===== config.mk =====
export PLATFORM = sky130hd
export DESIGN_NAME = mem_arbiter
export DESIGN_NICKNAME = d
export VERILOG_FILES = /design/src/rtl/mem_arbiter.sv
export SDC_FILE = /design/constraint.sdc
export NUM_CORES = 1
export LEC_CHECK = 0
export CORE_MARGIN = 5
export CORE_UTILIZATION = 30
export DETAILED_ROUTE_END_ITERATION = 16
export PLACE_DENSITY = 0.77
export SYNTH_ARGS = -nofsm -noshare
export SYNTH_HDL_FRONTEND = slang
export SYNTH_SLANG_ARGS = --single-unit

===== constraint.sdc =====
create_clock -name clk_i -period 1.25 [get_ports clk_i]
set_input_delay 0.25 -clock clk_i [delete_from_list [all_inputs] [get_ports clk_i]]
set_output_delay 0.25 -clock clk_i [all_outputs]
set_load 0.005 [all_outputs]

===== src/rtl/mem_arbiter.sv =====
// mem_arbiter: shares one memory bus between instruction fetch (imem) and the
// memory stage (dmem). One transaction is outstanding at a time. Simultaneous
// requests are resolved round-robin, and the response is steered back to the
// owning port in the same cycle the memory answers.
//
// Ports:
//   clk_i, rst_i                  clock, synchronous active-high reset
//   imem_req_i/addr_i             fetch read request (held until imem_resp_o)
//   imem_rdata_o/resp_o           fetch read data and one-cycle completion
//   dmem_req_i/we_i/wmask_i       data request, store enable, byte enables
//   dmem_addr_i/wdata_i           data address and store data
//   dmem_rdata_o/resp_o           load data and one-cycle completion
//   mem_req_o/we_o/wmask_o        downstream request (held until mem_resp_i)
//   mem_addr_o/wdata_o            downstream address and write data
//   mem_rdata_i/resp_i            downstream read data and completion
module mem_arbiter #(
    parameter int XLEN  = 32,
    parameter int ADDRW = 32
) (
    input  logic                clk_i,
    input  logic                rst_i,
    input  logic                imem_req_i,
    input  logic [ADDRW-1:0]    imem_addr_i,
    output logic [XLEN-1:0]     imem_rdata_o,
    output logic                imem_resp_o,
    input  logic                dmem_req_i,
    input  logic                dmem_we_i,
    input  logic [XLEN/8-1:0]   dmem_wmask_i,
    input  logic [ADDRW-1:0]    dmem_addr_i,
    input  logic [XLEN-1:0]     dmem_wdata_i,
    output logic [XLEN-1:0]     dmem_rdata_o,
    output logic                dmem_resp_o,
    output logic                mem_req_o,
    output logic                mem_we_o,
    output logic [XLEN/8-1:0]   mem_wmask_o,
    output logic [ADDRW-1:0]    mem_addr_o,
    output logic [XLEN-1:0]     mem_wdata_o,
    input  logic [XLEN-1:0]     mem_rdata_i,
    input  logic                mem_resp_i
);

    typedef enum logic { IDLE, BUSY } state_t;
    typedef enum logic { PORT_IMEM, PORT_DMEM } port_t;

    state_t state;
    port_t  owner;
    port_t  last_grant;
    port_t  grant_port;

    // Port that wins if the arbiter grants this cycle. On a conflict the port
    // that did not win last time is chosen, so neither side can starve.
    always_comb begin
        // NOTE: every signal assigned in always_comb gets a default first so no latch is inferred.
        grant_port = PORT_IMEM;
        if (dmem_req_i && (!imem_req_i || last_grant == PORT_IMEM)) begin
            grant_port = PORT_DMEM;
        end
    end

    // The downstream fields are captured at grant and held for the whole
    // transaction, so the memory sees a stable request even if a requester
    // misbehaves and changes its inputs mid-transaction.
    always_ff @(posedge clk_i) begin
        if (rst_i) begin
            // NOTE: sequential state uses non-blocking assignments so every flop samples pre-edge values.
            state       <= IDLE;
            owner       <= PORT_IMEM;
            last_grant  <= PORT_IMEM;
            mem_we_o    <= 1'b0;
            mem_wmask_o <= '0;
            mem_addr_o  <= '0;
            mem_wdata_o <= '0;
        end else begin
            case (state)
                IDLE: begin
                    if (imem_req_i || dmem_req_i) begin
                        state      <= BUSY;
                        owner      <= grant_port;
                        last_grant <= grant_port;
                        if (grant_port == PORT_DMEM) begin
                            mem_we_o    <= dmem_we_i;
                            mem_wmask_o <= dmem_wmask_i;
                            mem_addr_o  <= dmem_addr_i;
                            mem_wdata_o <= dmem_wdata_i;
                        end else begin
                            mem_we_o    <= 1'b0;
                            mem_wmask_o <= '0;
                            mem_addr_o  <= imem_addr_i;
                            mem_wdata_o <= '0;
                        end
                    end
                end
                BUSY: begin
                    // Requests arriving now are only looked at in the next
                    // IDLE cycle, which costs one bubble per transaction.
                    if (mem_resp_i) begin
                        state <= IDLE;
                    end
                end
                default: state <= IDLE;
            endcase
        end
    end

    // mem_req_o is a decode of the state flop, so it is glitch-free and
    // drops in the cycle after the response.
    assign mem_req_o = (state == BUSY);

    // Responses are combinational from mem_resp_i so the memory stage sees
    // its completion in the same cycle the memory answers. A response while
    // IDLE matches no owner and is dropped.
    assign imem_resp_o = (state == BUSY) && (owner == PORT_IMEM) && mem_resp_i;
    assign dmem_resp_o = (state == BUSY) && (owner == PORT_DMEM) && mem_resp_i;

    assign imem_rdata_o = mem_rdata_i;
    assign dmem_rdata_o = mem_rdata_i;

endmodule


### Word-level counts from Yosys, hierarchy flattened

Cells that the tools add are included.

* bits in registers: 71
* bits of input ports: 138
* output and inout bits: 136
* word-level logic and storage cells: 25

* mux-type cells: 8
* bitwise gates (word level): 2
* reduce and logical (&&, ||, !) cells: 9

Operators with widths (count)
* two-way mux 32 bit: 2
* logical AND 1 bit: 5
* two-way mux 1 bit: 4
* two-way mux 4 bit: 1
* logical OR 1 bit: 2
* inverter 1 bit: 2
* case mux 1 bit (2 select lines): 1
* AND reduction 2 bit: 1
* zero test 1 bit: 1

### Longest topological paths before layout

Gate-level depths: netlist (run 1).

* depth after elaboration: 5
* mapped depth: 5
* gate-level depth less buffers: 3

### Least setup slack after synthesis (run 1)

Ideal clock, no wire load.

* path type: register to register
* from: register state, in the netlist mem_req_o
* to: register mem_addr_o[21]
* setup time: 89 ps
* data arrival time: 1158 ps
* data required time: 1161 ps
* path slack: 3 ps
* stages on the path, launching flop included: 6
* buffers on the path: 2
* period minus slack after synthesis: 1247 ps
* cells stage by stage: dfxtp_1 o21ba_2 buf_6 buf_6 nor2_2 a311oi_2

* word-level cells in the longest chain between the ends: 2

RTL lines
* start, declared: RTL line 45 `state_t state;`
* start signal, assigned: RTL line 66 `state <= IDLE;`
* start signal, assigned: RTL line 77 `state <= BUSY;`
* start signal, assigned: RTL line 97 `state <= IDLE;`
* inverter 1 bit (no source line)
* AND reduction 2 bit (no source line)
* end signal, assigned: RTL line 83 `mem_addr_o <= dmem_addr_i;`
* end signal, assigned: RTL line 88 `mem_addr_o <= imem_addr_i;`
* end, declared: RTL line 36 `output logic [ADDRW-1:0] mem_addr_o,`

Every way passes these cells.
A chain may end at the register's enable or synchronous reset.

### Final worst setup path (run 1)

* from: register state, in the netlist mem_req_o
* to: register mem_wdata_o[27]

* word-level cells in the longest chain between the ends: 2

RTL lines
* inverter 1 bit (no source line)
* AND reduction 2 bit (no source line)
* end signal, assigned: RTL line 84 `mem_wdata_o <= dmem_wdata_i;`
* end, declared: RTL line 37 `output logic [XLEN-1:0] mem_wdata_o,`

Every way passes these cells.

==> reports/qor.yml, run 1 <==
min-delay-start: "rst_i"
synth_area_per_cell_um2: 9.86
synth.ff_latch_count: 71
crit_arrival_ns: 1.64
path_cells: "buf_6 > nor2b_4 > and3b_4 > buf_6 > buf_16 > a22o_1"
clock_latency_ns: 0.35
seq_area_frac_synth_pct: 42.6
ys_warn_count: 0
cap_violations: 0
track_usage_pct: 19.2
n_antenna_cell: 0
end_kind: "register"
net-switching-power_mw: 1.80
viasPerCell: 4.93
clock_path_buffers: 2
fin_crit_sh_pct: 107
cts_made_buffers: 9
fillers: 928
die_w_um: 115
cts_root_buffer: "clkbuf_8"
ant_nets: 0
grt_pass1_wl_um: 19200
drc: 0
totalWireLength_um: 13300
grt_max_degree: 21
cp.required_ns: 1.55
rsz0062_at_grt: "true"
htreeDepth: 3
p_seq_share_pct: 38.7
initial_core_util_pct: 30.6
post-route-util_pct: 53.5
port_buffers: 177
slew_viol_final: 0
cts_tree: "done"
switching_share_pct: 27.2
power.leakage_nw: 2.56
syn_inst: 338
slew_headroom_pct: 85.7
violations: "negative setup slack"
die_area_mm2: 0.0133
powerDensity_mw_per_mm2: 1140
hold_viol_final: 0
first_global_vias: 3403
ir_drop_v: 0.000712
antenna_found_initial: 0
syn-cell-area_mm2: 0.00333
cp_slowest_stage_delay_ns: 0.36
status: "finished, violations left"
r2r_start: "mem_req_o$_SDFF_PP0_"
grt-ovfl-total: 0
finalSetupViolCount: 55
cp_max_fo: 6
holdWs_ns: 0.415
clock_skew_ns: 0.0150
crit_type: "register to register"
row_count: 38
p_clk_share_pct: 35.5
io_pins: 274
fp.dieH_um: 115
worst_slack_ns: -0.0882
p_comb_share_pct: 25.8
area_growth_pct: 74.7
tightest_slew_ns: 0.213
setup.worst_path.start_class: "register"
wl_per_cell_um: 21.1
intPower_mw: 4.82
cpMaxStageDelayCell: "dfxtp_4"
vias: 3121
design_area_mm2: 0.00582
cts.sinks: 71
crit_start: "mem_req_o$_SDFF_PP0_"
fmax_ghz: 0.747
cts.clk_slew.worst_paths_ns: 0.09
worst_path_most_repeated_cell: "buf_6"
placed_cell_area_mm2: 0.00490
drive_above_1_share_pct: 39.6
num-nets-final: 626
drt-pass1-iter-count: 4
place.gp.congestion: 0.779
place_hpwl_um: 8740
synth_nets: 476
synth_cell_types: 21
min_period_ns: 1.34
drt_iter0_drc: 149
core-area_mm2: 0.0109
hold_path_class: "input port to register"
## power by group through the flow
stage          logic, mW  registers (mW)  clock network, mW
2_1_floorplan      0.711            2.60                  0
3_3_place_gp        1.41            2.59                  0
3_5_place_dp        1.44            2.60                  0
4_1_cts             1.77            2.55               2.41
5_1_grt             1.82            2.58               2.50
6_report            1.70            2.56               2.35
## Yosys cell counts
library cell / instances / area [um^2]
nor2_1: 25 / 93.8
buf_1: 1 / 3.75
and3_1: 1 / 6.26
dfxtp_1: 71 / 1420
buf_2: 10 / 50.1
and3b_1: 1 / 8.76
o22ai_1: 1 / 6.26
a311oi_1: 4 / 35.0
o21ba_2: 1 / 10.0
nand2_1: 66 / 248
a22o_1: 37 / 324
clkbuf_1: 2 / 7.51
nor2_4: 1 / 11.3
buf_6: 7 / 78.8
nor2b_1: 1 / 6.26
o31ai_1: 1 / 7.51
a21boi_2: 1 / 11.3
a311oi_2: 28 / 420
buf_4: 68 / 510
nor2_2: 10 / 62.6
a21bo_2: 1 / 10.0
## state kept, by name (all words and copies together) (netlist names)
| register | flops |
|---|---|
| mem_wmask_o | 4 |
| mem_addr_o | 32 |
| mem_req_o | 1 |
| mem_wdata_o | 32 |
| mem_we_o | 1 |
| last_grant | 1 |
## cells in the final DEF, fill, tap and decap left out, types with 15 or more instances in the layout
cell and instances:
dfxtp_2 34, buf_6 20, a22o_1 37, dlygate4sd2_1 61, nand2_2 15, a311oi_2 32
dfxtp_1 36, clkdlybuf4s50_1 101, nand2_4 23, nand2_1 28, nor2_1 25
## worst paths after layout
| path | end | slack (ns) | cells after the start |
|---|---|---|---|
| max | mem_wdata_o[27]$_SDFFE_PP0P_ | -0.09 | 6 |
| min | mem_wdata_o[25]$_SDFFE_PP0P_ | 0.42 | 3 |
| max reg2reg | mem_wdata_o[27]$_SDFFE_PP0P_ | -0.09 | 6 |
| min reg2reg | mem_wdata_o[11]$_SDFFE_PP0P_ | 0.47 | 1 |
## what timing repair did
| item | in CTS | in global routing |
|---|---|---|
| setup buffers | 17 | 7 |
| resized for setup | 198 | 45 |
| setup endpoints to repair | 141 | 90 |
| hold buffers | 0 | 0 |
| cloned | 15 | 0 |
| pin swaps | 51 | 49 |
## worst max-delay path: cells and delay by family (launching register included)
family / cells / cell delay, ns
compound gates: 1 / 0.14
flops: 1 / 0.36
buf+inv: 3 / 0.40
simple gates: 2 / 0.39
## routing by layer
metal / GRT usage, % / wire length [um] / vias up
met3: 6.63 / 1380 / 27
met2: 36.3 / 7010 / 210
met1: 19.6 / 4690 / 1465
met5: 0 / 0 / -
li1: - / - / 1419
met4: 5.95 / 253 / 0
## cell families (layout without fill, tap and decap cells)
| kind of cell | Yosys count | in the layout | share of synthesized area (%) |
|---|---|---|---|
| buffers and inverters | 88 | 242 | 19.5 |
| flip-flops | 71 | 71 | 42.6 |
| AO/OA/AOI/OAI | 74 | 74 | 24.7 |
| AND/OR/NAND/NOR | 105 | 106 | 13.1 |
## final cells by class
cell class	count	area, um^2	area share (%)
Tap cell	140	175	3.01
Clock inverter	7	128	2.19
Sequential cell	71	1470	25.2
Timing Repair Buffer	226	2390	41.0
Clock buffer	9	124	2.13
Multi-Input combinational cell	180	1540	26.5
## metrics by stage
step | TNS (ns) | setup slack (ns) | std cells | total power [mW]
6_report | -2.47 | -0.0882 | 633 | 6.61
5_1_grt | -5.74 | -0.176 | 633 | 6.90
4_1_cts | -6.48 | -0.166 | 636 | 6.72
3_5_place_dp | -42.12 | -0.718 | 588 | 4.03
3_3_place_gp | -37.99 | -0.618 | 588 | 4.00
2_1_floorplan | 0 | 0.00328 | 338 | 3.31
No activity file was read; power rests on OpenSTA's default activity.
==> run 2: changes to the inputs <==
- CORE_MARGIN: 5 -> unset
==> run 2 against run 1 <==
  * The flow still finishes with violations (negative setup slack)
  * Clock power fell by 8%
  * Register-to-register slack lost 0.07 ns
  * First-iteration DRC count down 5.4%
  * Cell count fell by 2.1%
  * Sequential power hardly changed
  * Count of clock-buffer cells in the layout grew 2
  * Flip-flop and latch count unchanged
  * Wire length down 9.5%
  * Largest cell class unchanged
  * Largest power group unchanged
==> reports/qor.yml, run 2 (synthesized netlist as in run 1, its figures left out) <==
num-nets-final: 614
end_kind: "register"
net-switching-power_mw: 1.61
core-area_mm2: 0.0108
viasPerCell: 4.92
port_buffers: 177
tightest_slew_ns: 0.428
design_area_mm2: 0.00558
slew_headroom_pct: 71.4
cts.clk_slew.worst_paths_ns: 0.08
p_clk_share_pct: 34.3
rsz0062_at_grt: "true"
drt-pass1-iter-count: 4
vias: 3053
wl_per_cell_um: 19.5
r2r_start: "mem_req_o$_SDFF_PP0_"
powerDensity_mw_per_mm2: 1130
crit_arrival_ns: 1.64
cts_made_buffers: 9
die_area_mm2: 0.0115
postCtsHoldBufs: 0
min_delay_path_depth: 3
crit_type: "register to register"
cap_violations: 0
cp.required_ns: 1.48
min_period_ns: 1.40
place_hpwl_um: 7570
mostFrequentLayoutCells: "101 x clkdlybuf4s50_1, 68 x dlygate4sd2_1, 42 x dfxtp_1"
whs_endpoint: "mem_wmask_o[0]$_SDFFE_PP0P_"
drc: 0
reg2reg_slack_ns: -0.15
first_global_vias: 2973
area_growth_pct: 67.4
drive_above_1_share_pct: 33.8
dp_cells: 585
cp_max_fo: 8
clock_latency_ns: 0.34
fp.dieH_um: 107
pre_cts_ws_ns: -0.680
violations: "negative setup slack"
grt_pass1_wl_um: 16700
status: "finished, violations left"
row_count: 38
worst_slack_ns: -0.154
finalSetupViolCount: 69
cts_tree: "done"
switching_share_pct: 25.4
grt_max_degree: 28
track_usage_pct: 19.2
n_antenna_cell: 0
fin_crit_sh_pct: 112
die_w_um: 107
final_common_cell: "clkdlybuf4s50_1"
place.gp.congestion: 0.735
holdWs_ns: 0.359
setup.worst_path.start_class: "register"
power.leakage_nw: 2.45
p_seq_share_pct: 40.4
min-delay-start: "rst_i"
fin_cells: 620
slew_viol_final: 0
clock_path_buffers: 2
drt_iter0_drc: 141
placed_cell_area_mm2: 0.00485
htreeDepth: 3
initial_core_util_pct: 30.7
clock_skew_ns: 0.00902
ant_nets: 0
ir_drop_v: 0.000663
cts_root_buffer: "clkbuf_8"
cts.sinks: 71
io_pins: 274
rr_endpoint: "mem_wdata_o[17]$_SDFFE_PP0P_"
totalWireLength_um: 12100
intPower_mw: 4.72
antenna_found_initial: 0
fmax_ghz: 0.712
p_comb_share_pct: 25.3
r2r_cells: 6
hold_viol_final: 0
hold_path_class: "input port to register"
fillers: 955
grt-ovfl-total: 0
reg_top3: "mem_addr_o x32, mem_wdata_o x32, mem_wmask_o x4"
run 2: cell types whose count changed in the layout (fill, tap and decap cells not counted), moves of 3 or more:
cell / previous run / this run
dlygate4sd2_1: 61 / 68
dfxtp_2: 34 / 27
nand2_4: 23 / 11
nand2_1: 28 / 36
clkbuf_16: 0 / 3
buf_6: 20 / 9
clkdlybuf4s15_1: 8 / 3
nand2_2: 15 / 19
dfxtp_1: 36 / 42
run 2: routing by layer:
layer / up-vias / global-route usage [%] / wire length, um
li1: 1401 / - / -
met1: 1445 / 18.4 / 4260
met2: 193 / 37.3 / 6380
met3: 14 / 7.20 / 1250
met4: 0 / 6.07 / 179
met5: - / 0 / 0
run 2: metrics by stage:
| step | TNS (ns) | util (%) | total power, mW |
|---|---|---|---|
| after floorplan | 0 | - | 3.31 |
| after global routing | -8.20 | 51.5 | 6.61 |
| after global placement | -38.04 | 44.7 | 3.96 |
| final | -5.35 | 51.5 | 6.32 |
| after detailed placement | -41.18 | 44.7 | 3.99 |
| after CTS | -6.59 | 49.9 | 6.26 |
run 2: worst max-delay path, stage by stage (launching register included):
cell and delay, ns:
dfxtp_4 0.38, buf_6 0.11, nor2b_4 0.03, and3b_2 0.27, buf_12 0.16, buf_16 0.13
a22o_1 0.21
run 2: power by group through the flow:
stage | Combinational [mW] | Clock (mW) | Sequential (mW)
floorplan | 0.711 | 0 | 2.60
global placement | 1.37 | 0 | 2.59
detailed placement | 1.39 | 0 | 2.59
CTS | 1.50 | 2.21 | 2.55
global route | 1.71 | 2.33 | 2.57
finish | 1.60 | 2.17 | 2.55
run 2: timing repair:
item,in CTS,in global routing
pin swaps,39,34
buffers inserted,10,4
setup endpoints to repair,141,75
gates cloned,7,4
resized for setup,145,45
run 2: how the worst max path moves through the flow:
stage | from | endpoint | slack [ns]
final | mem_req_o$_SDFF_PP0_ | mem_wdata_o[17]$_SDFFE_PP0P_ | -0.15
after global routing | mem_req_o$_SDFF_PP0_ | mem_wdata_o[31]$_SDFFE_PP0P_ | -0.18
after CTS | last_grant$_SDFFE_PP0P_ | mem_wdata_o[11]$_SDFFE_PP0P_ | -0.16
after detailed placement | dmem_req_i | mem_wdata_o[12]$_SDFFE_PP0P_ | -0.68
after global placement | dmem_req_i | mem_wdata_o[5]$_SDFFE_PP0P_ | -0.61
after floorplan | mem_req_o$_SDFF_PP0_ | mem_addr_o[21]$_SDFFE_PP0P_ | 0.003
run 2: area by class of cell:
type | count | area (um^2) | area share [%]
Multi-Input combinational cell | 180 | 1450 | 26.0
Clock buffer | 11 | 131 | 2.35
Sequential cell | 71 | 1460 | 26.2
Timing Repair Buffer | 214 | 2270 | 40.6
Tap cell | 140 | 175 | 3.14
Clock inverter | 4 | 95.1 | 1.70
==> run 3: changes to the inputs <==
- CORE_MARGIN: unset -> 5
==> results of run 3 <==
The final DEF is identical to that of run 1; final timing and power are the same.
